<file path="src/rtl/ifu_fetch.sv">
// Instruction-fetch stage: holds the PC, fetches over a req/ready handshake and presents
// the word to decode under valid/ack. Optional misaligned-PC trap via IFU_MISALIGN_TRAP_EN.
module ifu_fetch #(
  parameter logic [31:0] RESET_PC = 32'h0000_3000
) (
  input  logic        clk,
  input  logic        rst_n,
  input  logic [31:0] next_ins_addr,
  output logic [31:0] ins_addr,
  output logic        imem_req,
  output logic [31:0] imem_addr,
  input  logic        imem_ready,
  input  logic [31:0] imem_rdata,
  output logic [31:0] ins_out,
  output logic        ins_valid,
  input  logic        ins_ack,
  output logic [31:0] retire_cnt,
  output logic        fetch_fault
);

  typedef enum logic [1:0] {StIdle, StReq, StValid, StFault} state_e;

  state_e      state_q, state_d;
  logic [31:0] pc_q, ins_q, cnt_q;
  logic        accept, load_pc;

  assign accept = (state_q == StValid) && ins_ack;

`ifdef IFU_MISALIGN_TRAP_EN
  logic misaligned;
  assign misaligned = |next_ins_addr[1:0];
  assign load_pc    = accept && !misaligned;
`else
  assign load_pc    = accept;
`endif

  always_ff @(posedge clk or negedge rst_n) begin
    if (!rst_n) begin
      state_q <= StIdle;
    end else begin
      state_q <= state_d;
    end
  end

  always_comb begin
    state_d = state_q;
    case (state_q)
      StIdle:  state_d = StReq;
      StReq:   if (imem_ready) state_d = StValid;
      StValid: begin
        if (ins_ack) begin
`ifdef IFU_MISALIGN_TRAP_EN
          state_d = misaligned ? StFault : StReq;
`else
          state_d = StReq;
`endif
        end
      end
      default: state_d = state_q;
    endcase
  end

  always_comb begin
    imem_req    = 1'b0;
    ins_valid   = 1'b0;
    fetch_fault = 1'b0;
    case (state_q)
      StReq:   imem_req  = 1'b1;
      StValid: ins_valid = 1'b1;
`ifdef IFU_MISALIGN_TRAP_EN
      StFault: fetch_fault = 1'b1;
`endif
      default: ;
    endcase
  end

  // Masking is a no-op for aligned targets, so one load path serves both builds.
  always_ff @(posedge clk or negedge rst_n) begin
    if (!rst_n) begin
      pc_q  <= RESET_PC;
      ins_q <= '0;
      cnt_q <= '0;
    end else begin
      if (state_q == StReq && imem_ready) ins_q <= imem_rdata;
      if (accept) cnt_q <= cnt_q + 32'd1;
      if (load_pc) pc_q <= next_ins_addr & 32'hFFFF_FFFC;
    end
  end

  assign ins_addr   = pc_q;
  assign imem_addr  = pc_q;
  assign ins_out    = ins_q;
  assign retire_cnt = cnt_q;

endmodule

</file>
<file path="config.mk">
export PLATFORM = sky130hd
export DESIGN_NAME = ifu_fetch
export DESIGN_NICKNAME = d
export VERILOG_FILES = /design/src/rtl/ifu_fetch.sv
export SDC_FILE = /design/constraint.sdc
export NUM_CORES = 1
export LEC_CHECK = 0
export BUFFER_PORTS_ARGS = -buffer_cell sky130_fd_sc_hd__buf_2
export CAP_MARGIN = 20
export CORE_ASPECT_RATIO = 1.25
export CORE_MARGIN = 10
export CORE_UTILIZATION = 40
export CTS_CLUSTER_DIAMETER = 30
export DETAILED_ROUTE_END_ITERATION = 10
export PLACE_DENSITY = 0.71
export SYNTH_ARGS = -nofsm -noshare
export SYNTH_HDL_FRONTEND = slang
export SYNTH_SLANG_ARGS = --single-unit
export TNS_END_PERCENT = 100
</file>
<file path="constraint.sdc">
create_clock -name clk -period 2.1 [get_ports clk]
set_input_delay 0.42 -clock clk [delete_from_list [all_inputs] [get_ports clk]]
set_output_delay 0.42 -clock clk [all_outputs]
set_load 0.005 [all_outputs]
</file>
==> summary.txt <==
Route
  – Drt pass-1 iters: 4
  – DRC: 0
  – Vias: 3143
  – Vias per std cell: 4.622
  – Final antenna-violating net count: 0
  – Iter 0 DRT Violations: 99
  – Post-Route WL: 10.90 mm
  – WL/cell: 16.03 um

Final layout
  – Syn-to-layout area delta: 30.05%
  – Post-layout nets: 615
  – Layout cells sized above 1: 0.4682
  – Ant diodes: 0
  – Most frequent cells in the layout: 190 x buf_2, 105 x nand2_1, 94 x dfrtp_1, 32 x mux2_2, 16 x xnor2_1
  – FF/Latch Area: 0.002405 mm^2
  – Final core utilization: 0.5347
  – Final std cells w/o fill: 680
  – Most common cell after layout, fill and taps aside: buf_2
  – # fillers: 920
  – Multi-input gate area: 0.001441 mm^2

Flow run
  – Number of max-cap violations: 0

Global route
  – Vias in the first global route: 3439
  – M3 GR Usage: 0.07318
  – Grt peak-use layer: met2
  – Total gr overflow: 0
  – M1 GR Usage: 0.1527
  – Initial antenna violation count: 0
  – First-pass GRT wire length: 17.60 mm
  – Largest net degree at the start of global routing: 34
  – Tot GR Track Use: 0.1417
  – Met2 Use GR: 0.2387

Worst setup path
  – CP Capture Type: flop
  – Crit path max fanout: 7
  – Worst EP required: 2.35 ns
  – Crit path DAT: 2.09 ns
  – CP max-delay cell: dfrtp_1
  – Critical path cell sequence: ha_1 -> and4b_1 -> nand4_1 -> buf_4 -> nor3_1 -> xor2_1
  – WS Path Type: reg2reg
  – Largest stage delay, worst path: 0.41 ns
  – Worst setup SP type: flop

Clock network
  – CTS tree: built
  – Clock Sinks: 96
  – Root buffer cell: clkbuf_16
  – CTS buffer count: 9
  – Clk_lat worst skew: 0.33 ns
  – H-tree lvl count: 3
  – Post_cts resized: 0
  – Max clock buf depth: 2
  – Setup bufs post-CTS: 0
  – Hold Buf Count CTS: 0
  – Clk slew on worst S/H paths: 0.06 ns

Floorplanning
  – Initial Util: 0.4112
  – Die area: 0.01495 mm^2
  – Core Rows: 41
  – Top Ports: 199
  – Total core area: 0.01016 mm^2
  – Die H: 134.2 um
  – Die width: 111.4 um

Logic synthesis
  – Syn avg cell area: 11.11 um^2
  – Synth Area in Compound Gates: 0.004194
  – Mapped Area: 0.004177 mm^2
  – Cells after Synth: 376
  – Simple-Gate Fraction of Synth Area: 0.1821
  – Post-synthesis mux area share: 0.08628
  – Unique masters post-synth: 34
  – Flops & latches, synth: 96
  – Post-Synth XOR/XNOR Area: 0.06501
  – Largest family of logic cells by synthesized area: simple AND/OR/NAND/NOR gates
  – Post-synth top area share: 0.5632
  – Synth area leader: dfrtp_1
  – Top cells by area, synth: dfrtp_1 56%, nand2_1 9.4%, mux2_2 8.6%
  – Seq/Total Area, Yosys: 0.5758
  – Synth Area in Adders: 0.002996
  – Synth warn: 0

Pwr
  – Pleak: 3.007 nW
  – Power density cells: 1239 mW/mm^2
  – Worst VDD drop: 0.7215 mV

Timing
  – Setup ws final: 0.2625 ns
  – Slew @ Worst Pin: 0.5526 ns
  – Worst Skew: 0.007433 ns
  – Slew headroom: 0.6287
  – Final setup vio count: 0
  – FMAX: 544.2 MHz
  – Final number of hold-violating endpoints: 0
  – Fin crit period: 1.838 ns
  – Slew Limit Fails: 0
  – Final worst-path cycle share: 0.8750
  – RSZ-0062 raised after global routing: no
  – Final setup TNS: 0 ns

Placed design
  – Placed insts: 664
  – Pre-CTS setup slack: 0.2469 ns
  – Post-DP HPWL: 8.718 mm
  – Port Buf Inserts: 191
  – GPL Wtd Cong: 0.7705

Run status
  – Status: finished, final reports clean

Worst hold path
  – Worst Hold Class: in2async
==> state kept, by name, indices dropped and copies added (netlist names) <==
| signal | flops |
|---|---|
| imem_addr | 30 |
| ins_out | 32 |
| retire_cnt | 32 |
| state_q | 2 |
==> synth_stat cells <==
master and n:
clkbuf_1 9, nand3_2 1, ha_1 1, nand4_1 9, buf_6 1, buf_4 35
nor3_1 4, inv_1 8, nand2_1 105, nand3_1 7, buf_1 2, or4_4 1
conb_1 1, xnor2_1 16, nor4b_1 1, nand2b_1 1, nand3b_1 2, nor4_2 5
nor2_1 5, and3_1 7, mux2_2 32, nor4b_2 1, nor3_2 1, nor4_1 2
o21a_1 1, dfrtp_1 94, and4b_1 1, nor3b_1 1, dfstp_2 2, a21oi_1 2
and4_1 1, xor2_1 15, nand4b_1 1, and2_1 1
==> per-stage QoR <==
step / hold WS, ns / power (mW) / cell area (um^2)
2_1_floorplan: 0.1244 / 4.070 / 4192
3_3_place_gp: 0.3578 / 4.904 / 5091
3_5_place_dp: 0.3604 / 4.993 / 5091
4_1_cts: 0.003565 / 6.865 / 5431
5_1_grt: 0.004103 / 7.218 / 5431
6_report: 0.0003065 / 6.732 / 5431
==> path summary, 6_finish.rpt <==
| path | end | slack, ns | depth (start not counted) | startpoint |
|---|---|---|---|---|
| hold reg to reg | imem_addr[12]$_DFFE_PN1P_ | 0.47 | 2 | imem_addr[12]$_DFFE_PN1P_ |
| hold / removal | ins_out[21]$_DFFE_PN0P_ | 0.0003 | 1 | rst_n |
| setup reg to reg | retire_cnt[20]$_DFFE_PN0P_ | 0.26 | 6 | retire_cnt[0]$_DFFE_PN0P_ |
| min in group clk | imem_addr[30]$_DFFE_PN0P_ | 0.28 | 3 | next_ins_addr[30] |
| max in group asynchronous | imem_addr[13]$_DFFE_PN1P_ | 1.45 | 2 | rst_n |
| setup / recovery | retire_cnt[20]$_DFFE_PN0P_ | 0.26 | 6 | retire_cnt[0]$_DFFE_PN0P_ |
==> report_power, final <==
group	leakage (nW)	switching (mW)	internal, mW
Sequential	1.21	0.392	2.47
Combinational	1.64	0.947	1.08
Clock	0.164	0.644	1.20
==> cells by family after synthesis <==
group	Yosys count
AND/OR/NAND/NOR	157
flip-flops	96
buffers and inverters	55
AO/OA/AOI/OAI	3
adder cells (fa/ha/maj)	1
XOR/XNOR	31
other	1
multiplexers	32
==> cell type report <==
class,count,share of cell area
Clock inverter,3,0.01659
Sequential cell,96,0.4428
Timing Repair Buffer,202,0.1940
Inverter,8,0.005529
Clock buffer,13,0.04607
Multi-Input combinational cell,229,0.2654
Tap cell,129,0.02972
==> worst max-delay path: cells and delay by family, from the launching register on <==
| family | cells | cell delay, ns |
|---|---|---|
| buffers and inverters | 1 | 0.27 |
| DFF | 1 | 0.41 |
| and+or+nand+nor | 3 | 0.75 |
| adders and majority gates | 1 | 0.16 |
| xor gates and xnor gates | 1 | 0.17 |
==> per-layer routing <==
| metal | wire (um) | up-vias |
|---|---|---|
| met5 | 0 | - |
| met3 | 1101 | 7 |
| li1 | - | 1521 |
| met2 | 5538 | 108 |
| met4 | 101 | 0 |
| met1 | 4160 | 1507 |
(Power assumes the default switching activity.)
